===== src/rtl/fix2tfp_stream.sv =====
// fix2tfp_stream: multi-lane fixed-point to {mantissa, exponent} converter with a valid/ready pipeline
module fix2tfp_stream #(
  parameter int    TFP_WIDTH = 8,
  parameter int    EXP_WIDTH = 3,
  parameter int    FIX_WIDTH = TFP_WIDTH - EXP_WIDTH + 2**EXP_WIDTH - 1,
  parameter int    CHANNELS  = 2,
  parameter string SIGNREP   = "SIGNED",
  parameter string MODE      = "INDEP",
  parameter int    PIPELINE  = 3
) (
  input  logic                            clk,
  input  logic                            rst,
  input  logic                            i_valid,
  output logic                            i_ready,
  input  logic [CHANNELS*FIX_WIDTH-1:0]   i_data,
  output logic                            o_valid,
  input  logic                            o_ready,
  output logic [CHANNELS*TFP_WIDTH-1:0]   o_data,
  output logic [CHANNELS-1:0]             o_sat
);
  localparam int M       = TFP_WIDTH - EXP_WIDTH;
  localparam int MAX_EXP = 2**EXP_WIDTH - 1;
  localparam int N       = FIX_WIDTH;
  localparam bit IS_S    = SIGNREP == "SIGNED";
  localparam bit SHARED  = MODE == "SHARED";
  localparam logic signed [N+1:0] MAXM = IS_S ? (N+2)'(2**(M-1) - 1) : (N+2)'(2**M - 1);
  function automatic logic [EXP_WIDTH-1:0] chan_exp(input logic [N-1:0] f);
    logic [EXP_WIDTH-1:0] e;
    e = '0;
    for (int i = MAX_EXP - 1; i >= 0; i--)
      if (IS_S ? f[N-1] != f[N-2-i] : f[N-1-i]) e = EXP_WIDTH'(MAX_EXP - i);
    return e;
  endfunction
  function automatic logic [M:0] conv(input logic [N-1:0] f, input logic [EXP_WIDTH-1:0] ex);
    logic signed [N+1:0] r, h;
    r = IS_S ? {{2{f[N-1]}}, f} : {2'b00, f};
    h = (ex == '0) ? '0 : (N+2)'(1) << (ex - 1'b1);
    r = (r + h) >>> ex;
    return (r > MAXM) ? {1'b1, MAXM[M-1:0]} : {1'b0, r[M-1:0]};
  endfunction
  logic [CHANNELS-1:0][EXP_WIDTH-1:0] e;
  logic [EXP_WIDTH-1:0]               emax, ex;
  logic [CHANNELS*TFP_WIDTH-1:0]      d_data;
  logic [CHANNELS-1:0]                d_sat;
  logic [PIPELINE-1:0]                v;
  logic [PIPELINE-1:0][CHANNELS*TFP_WIDTH-1:0] dat;
  logic [PIPELINE-1:0][CHANNELS-1:0]  st;
  logic                               en;
  assign en      = ~o_valid | o_ready;
  assign i_ready = en;
  assign o_valid = v[PIPELINE-1];
  assign o_data  = dat[PIPELINE-1];
  assign o_sat   = st[PIPELINE-1];
  // per-lane exponent search, optional shared maximum, then rounding and saturation
  always_comb begin
    e      = '0;
    emax   = '0;
    ex     = '0;
    d_data = '0;
    d_sat  = '0;
    for (int c = 0; c < CHANNELS; c++) begin
      e[c] = chan_exp(i_data[c*N +: N]);
      emax = (e[c] > emax) ? e[c] : emax;
    end
    for (int c = 0; c < CHANNELS; c++) begin
      ex = SHARED ? emax : e[c];
      {d_sat[c], d_data[c*TFP_WIDTH+EXP_WIDTH +: M]} = conv(i_data[c*N +: N], ex);
      d_data[c*TFP_WIDTH +: EXP_WIDTH] = ex;
    end
  end
  // lock-step pipeline: every stage advances together when the output can move
  always_ff @(posedge clk) begin
    if (rst) begin
      v   <= '0;
      dat <= '0;
      st  <= '0;
    end else if (en) begin
      v[0]   <= i_valid;
      dat[0] <= d_data;
      st[0]  <= d_sat;
      for (int i = 1; i < PIPELINE; i++) begin
        v[i]   <= v[i-1];
        dat[i] <= dat[i-1];
        st[i]  <= st[i-1];
      end
    end
  end
endmodule

===== config.mk =====
export PLATFORM = sky130hd
export DESIGN_NAME = fix2tfp_stream
export DESIGN_NICKNAME = d
export VERILOG_FILES = /design/src/rtl/fix2tfp_stream.sv
export SDC_FILE = /design/constraint.sdc
export NUM_CORES = 1
export LEC_CHECK = 0
export CAP_MARGIN = 15
export CELL_PAD_IN_SITES_DETAIL_PLACEMENT = 0
export CELL_PAD_IN_SITES_GLOBAL_PLACEMENT = 1
export CORE_UTILIZATION = 30
export CTS_CLUSTER_DIAMETER = 60
export CTS_CLUSTER_SIZE = 30
export DETAILED_ROUTE_END_ITERATION = 10
export PLACE_DENSITY_LB_ADDON = 0.05
export SLEW_MARGIN = 20
export SYNTH_ARGS = -nofsm -noshare
export SYNTH_HDL_FRONTEND = slang
export SYNTH_SLANG_ARGS = --single-unit

===== constraint.sdc =====
create_clock -name clk -period 7.9 [get_ports clk]
set_clock_uncertainty 0.1 [all_clocks]
set_input_delay 0.79 -clock clk [delete_from_list [all_inputs] [get_ports clk]]
set_output_delay 0.79 -clock clk [all_outputs]
set_load 0.01 [all_outputs]

==> results.md, run 1 <==
- 568 — cell count after synthesis
- 0 — post_cts resized
- 4 — detailed-router iteration count before antenna repair
- 207 — DRT iter0 DRCs
- 0 — number of warnings reported in the yosys synthesis log
- 5.26 — Vias/cell
- 44 — Site Rows
- v[2] — R2R Path Start
- 0.792 — weighted congestion at the end of routability-driven global placement
- 62 — pin count of the biggest net entering global routing
- 6270 ps — critical path arrival
- 0 — global route total overflow
- 164 MHz — Achievable Freq
- 0 — Max Cap Violations
- 0 — DRT antenna net count
- 0% — fraction of synthesis flops using an asynchronous set or reset pin
- 0 — Post-CTS Setup Inserts
- 102 x sky130_fd_sc_hd__nand2_1, 58 x sky130_fd_sc_hd__a21oi_1, 57 x sky130_fd_sc_hd__dfxtp_1 — top post-synthesis cells by count
- 40.4% — headroom to the max-slew limit
- 57 — clock sink count
- 25.7% — post-synth top area share
- 9.00% — fraction of final layout cells sized beyond drive strength 1
- 0 ps — setup_tns
- 15.6% — total track usage
- flop to flop — Hold Crit Class
- 624 — Layout Nets
- 18800 um — first-pass GRT wire length
- sky130_fd_sc_hd__dfxtp_1 26%, sky130_fd_sc_hd__nand2_1 8.6%, sky130_fd_sc_hd__a21oi_1 6.5% — largest cells by area after synthesis
- sky130_fd_sc_hd__clkbuf_16 — cell at the root of the clock tree
- 1546 — number of fill cells
- 894 ps — slew of the pin with the lowest slew margin
- 0.0000852 V — Worst IR Drop VDD
- done — clock tree from TritonCTS
- 4009 — vias after detailed routing
- 2 — clk buf depth
- 0 — total setup violations reported at the end of the flow
- 1.97 nW — leakage power
- dat[7] — worst setup path endpoint
- 35.4% — final core area utilization
- 0 — number of flops mapped to enable cells by yosys
- 57 — flip-flop and latch count after synthesis
- 25.7% — sequential fraction of the synthesis area
- 4430 sq um — post-synthesis instance area
- 7.81 sq um — Post-Syn Area per Cell
- finished clean — run status
- 68 — number of distinct library cells after synthesis
- 8060 ps — critical path required time
- 320 ps — worst skew pair latency
- 50 ps — clock slew at reported path FFs
- 47 — port buffer count
- sky130_fd_sc_hd__nand2_1 — most instantiated library cell after synthesis
- flop — capturing element type of the critical path
- 77.3% — period utilisation layout
- 8260 um — HPWL reported at the end of detailed placement
- 30.6% — effective utilization at floorplan
- 5370 ps — setup slack, reg-to-reg
- i_data[11] — critical path startpoint
- 0 — total inserted antenna cells
- sky130_fd_sc_hd__dfxtp_1 — largest area contributor in the netlist
- no — setup repair after global routing missed its margin
- 0 — initial antenna violation count
- 14500 sq um — Core Area
- 0 — hold-fix buffers at CTS
- 124 um — die outline height
- input port — CP Launch Type
- 2 — Hold Path Cell Cnt
- 3697 — via count of the first global-routing pass
- 48 — I/O pin total
- 15.5% — Synth-to-Final Area Change
- 5120 sq um — Post-Layout Inst Area
- 0 — max-slew violation count
- 11300 um — sum of routed wire length over all layers
- dat[7] — worst reg2reg endpoint
- 0 — DRC viols
- 15300 sq um — Die Area
- 14.8 um — average wire per cell in the routed design
- 0 — number of hold violations in the final report
- 20 — Max FO, Critical Path
- input port to flop — classification of the worst setup path
- 4850 sq um — standard cell area after detailed placement
- 6110 ps — Period minus WS final
- 9 — number of buffers added by the clock tree synthesis step
- 189 nW/um^2 — Pwr Density
- 7 — number of cells on the worst reg-to-reg path
- 124 um — die outline width
- 3 — Max H-tree Level
- sky130_fd_sc_hd__dfxtp_1 — Main synth FF type
==> worst min path at each step <==
stage / end / slack, ps / start
CTS: o_data[5] / 350 / o_data[5]
global placement: o_data[3] / 340 / o_data[3]
global route: o_data[14] / 360 / o_data[14]
detailed placement: o_data[5] / 340 / o_data[5]
finish: o_data[3] / 350 / o_data[3]
floorplan: dat[23] / 330 / dat[7]
==> critical path, cell delays in order <==
cell,delay (ps)
sky130_fd_sc_hd__clkdlybuf4s50_1,820
sky130_fd_sc_hd__ha_1,450
sky130_fd_sc_hd__nor2_1,150
sky130_fd_sc_hd__nand3_1,610
sky130_fd_sc_hd__or3_1,680
sky130_fd_sc_hd__nor2_1,130
sky130_fd_sc_hd__ha_1,300
sky130_fd_sc_hd__a21o_1,210
sky130_fd_sc_hd__or2_1,270
sky130_fd_sc_hd__o2111ai_1,220
sky130_fd_sc_hd__nor3b_1,570
sky130_fd_sc_hd__o2111ai_1,200
sky130_fd_sc_hd__nand4_1,110
sky130_fd_sc_hd__nor3b_2,480
sky130_fd_sc_hd__a41o_1,240
==> cell type report <==
type / count / area, sq um / area share [%]
Clock buffer: 13 / 270 / 5.28
Inverter: 8 / 30.0 / 0.586
Multi-Input combinational cell: 450 / 2960 / 57.8
Sequential cell: 57 / 1140 / 22.3
Tap cell: 184 / 230 / 4.50
Timing Repair Buffer: 50 / 488 / 9.53
==> flip-flops by register name, summed over array words and instances (netlist names) <==
name,count
o_sat,2
v,3
dat,32
st,4
o_data,16
==> per-layer routing <==
layer	track usage (%)	share of wire (%)	up-vias	wire [um]
met4	5.65	1.4	0	160
li1	-	-	2059	-
met1	22.6	52	1845	5900
met5	0	0	-	0
met3	1.97	3.0	14	342
met2	23.6	43	91	4890
==> layout by cell type, fill, tap and decap left out, drive strengths merged, types with 8 or more instances in the layout <==
cell,count
nand2,102
a21oi,58
dfxtp,57
clkdlybuf4s50,46
nor2,36
o21ai,27
a211oi,21
ha,18
mux2i,16
nor3,16
a21o,13
clkbuf,13
xnor2,10
o211ai,10
mux2,9
xor2,8
a31oi,8
inv,8
==> stage by stage <==
step           cells  setup WS (ps)  power, mW  hold slack (ps)
2_1_floorplan    569           3350      0.552              332
3_3_place_gp     749           1410      0.624              338
3_5_place_dp     749           1490      0.622              343
4_1_cts          762           1790      0.979              350
5_1_grt          762           1280       1.03              363
6_report         762           1790      0.966              348
==> report_power, final <==
group	internal (mW)	switching (mW)	leakage, nW	total, mW
Combinational	0.121	0.167	1.37	0.288
Clock	0.232	0.118	0.134	0.349
Sequential	0.316	0.0129	0.470	0.329
==> kinds of logic (layout without fill, tap and decap cells) <==
logic type / Yosys count / after routing / synth area share (%)
simple gates: 209 / 209 / 21.9
compound gates: 176 / 176 / 29.1
buf+inv: 62 / 71 / 7.73
flops: 57 / 57 / 25.7
mux: 25 / 25 / 5.90
fa+ha+maj: 20 / 20 / 5.98
xor+xnor: 18 / 18 / 3.56
other cells: 1 / 2 / 0.0846
(Power assumes the default switching activity.)
==> run 2, diff against run 1 <==
clock period = 6.4 ns   (was 7.9 ns; I/O delays follow)
==> results.md, run 2 (synthesized netlist as in run 1, its figures left out) <==
- 2.01 nW — leakage power, +2.0%
- 82.7% — period utilisation layout
- 5390 ps — critical path arrival, -880 ps
- 124 um — die outline height, unchanged
- 18600 um — first-pass GRT wire length, -1.5%
- 3711 — via count of the first global-routing pass, +0.38%
- 3970 ps — setup slack, reg-to-reg, -1400 ps
- 47 — port buffer count, unchanged
- 57 — clock sink count, unchanged
- 5290 ps — Period minus WS final
- 32 — Largest register FFs, unchanged
- v[2] — R2R Path Start
- 0 — Max Cap Violations, unchanged
- 754 — Post-Place Cells, +0.67%
- flop to flop — Hold Crit Class
- 0 — DRC viols, unchanged
- sky130_fd_sc_hd__clkbuf_16 — cell at the root of the clock tree
- 2 — Hold Path Cell Cnt, unchanged
- 189 MHz — Achievable Freq
- 0 — post_cts resized, unchanged
- dat[7] — worst reg2reg endpoint
- 6 — detailed-router iteration count before antenna repair, +2
- 10.1% — fraction of final layout cells sized beyond drive strength 1, +1.1 points
- 44 — Site Rows, unchanged
- input port — CP Launch Type
- no — setup repair after global routing missed its margin
- 7 — number of cells on the worst reg-to-reg path, unchanged
- 0 — total inserted antenna cells, unchanged
- 48 — I/O pin total, unchanged
- clkdlybuf4s50_1, buf_4, ha_1, a311oi_1, nor2_1, a211oi_1, ha_1, fa_1, a21o_1, nand2_1, a211oi_1, xnor2_1, nor3_1, or4_1, nor3_1, nor3_1 — critical path cell sequence
- 0 — total setup violations reported at the end of the flow, unchanged
- 610 ps — largest stage delay on the critical path, -210 ps
- 2 — clk buf depth, unchanged
- o_data[7] — Worst Min Path Start
- 0 — number of hold violations in the final report, unchanged
- done — clock tree from TritonCTS
- 124 um — die outline width, unchanged
- 8220 um — HPWL reported at the end of detailed placement, -0.58%
- 0 ps — setup_tns, unchanged
- input port to flop — classification of the worst setup path
- 0 — initial antenna violation count, unchanged
- sky130_fd_sc_hd__nand2_1 — leading cell type in the layout, fill and taps excluded
- 237 nW/um^2 — Pwr Density, +26%
- finished clean — run status
- sky130_fd_sc_hd__nor3_1 — cell repeated most along the worst path
- dat — Reg with most FFs
- 59.5% — headroom to the max-slew limit, +19 points
- 15300 sq um — Die Area, unchanged
- 30.6% — effective utilization at floorplan, unchanged
- 0.000108 V — Worst IR Drop VDD, +27%
- 9 — number of buffers added by the clock tree synthesis step, unchanged
- 310 ps — worst skew pair latency, about the same
- 0.802 — weighted congestion at the end of routability-driven global placement, +1.3%
- 16.9% — Synth-to-Final Area Change
- 0 — DRT antenna net count, unchanged
- 605 ps — slew of the pin with the lowest slew margin, -288 ps
- o_data[7] — endpoint with the worst hold slack
- 3991 — vias after detailed routing, -0.45%
- flop — capturing element type of the critical path
- 3 — Max H-tree Level, unchanged
- 232 — DRT iter0 DRCs, +12%
- 62 — pin count of the biggest net entering global routing, unchanged
- 0 — Post-CTS Setup Inserts, unchanged
- 629 — Layout Nets, +0.80%
- 14.8 um — average wire per cell in the routed design, -0.30%
- 769 — Final Instance Count excl. Fillers, +0.92%
- 5.19 — Vias/cell, -1.4%
- 14500 sq um — Core Area, unchanged
- 12 — Max FO, Critical Path, -40%
- 50 ps — clock slew at reported path FFs, about the same
- 0 — max-slew violation count, unchanged
- 6500 ps — critical path required time, -1560 ps
- 0 — global route total overflow, unchanged
- 11400 um — sum of routed wire length over all layers, +0.61%
- sky130_fd_sc_hd__or4_1 — cell at the slowest stage of the critical path
- 15.4% — total track usage, -0.28 points
- 102 x sky130_fd_sc_hd__nand2_1, 58 x sky130_fd_sc_hd__a21oi_1, 57 x sky130_fd_sc_hd__dfxtp_1 — most frequent cells in the layout
- 0 — hold-fix buffers at CTS, unchanged
run 2: worst max path at each step:
stage | from | end | depth (start not counted)
2_1_floorplan | i_data[22] | dat[11] | 16
3_5_place_dp | i_data[23] | dat[12] | 16
6_report | i_data[23] | dat[12] | 16
3_3_place_gp | i_data[23] | dat[12] | 16
4_1_cts | i_data[23] | dat[12] | 16
5_1_grt | i_data[23] | dat[11] | 16
run 2: per-stage QoR:
step | hold WS (ps) | instance area [sq um] | worst slack (ps) | total power, mW | utilization (%)
CTS | 350 | 5180 | 1140 | 1.25 | 35.8
floorplan | 332 | 4440 | 2000 | 0.681 | -
global route | 362 | 5180 | 742 | 1.31 | 35.8
finish | 347 | 5180 | 1110 | 1.23 | 35.8
global placement | 339 | 4890 | 751 | 0.769 | 33.8
detailed placement | 343 | 4890 | 812 | 0.769 | 33.8
run 2: routing by layer:
metal  wire, um  global-route usage [%]  up-vias
met2       4920                    23.3       67
met4         80                    4.29        0
met1       6100                    22.5     1849
li1           -                       -     2069
met5          0                       0        -
met3        250                    2.06        6
run 2: final cells by class:
class / instances / area (sq um)
fill: 1588 / 9290
multi-input combinational: 450 / 2960
sequential: 57 / 1140
timing repair buffer: 55 / 526
clock buffer: 12 / 256
tap: 184 / 230
clock inverter: 3 / 40.0
inverter: 8 / 30.0
run 2: critical path: cells and delay by family:
| family | cells | cell delay, ps |
|---|---|---|
| AO/OA/AOI/OAI | 4 | 1520 |
| XOR/XNOR | 1 | 240 |
| buffers and inverters | 2 | 660 |
| AND/OR/NAND/NOR | 6 | 1320 |
| adder cells (fa/ha/maj) | 3 | 1000 |
run 2: power by group:
part / total, mW / internal (mW) / switching [mW]
sequential: 0.406 / 0.390 / 0.0165
combinational: 0.358 / 0.152 / 0.206
clock: 0.465 / 0.318 / 0.147
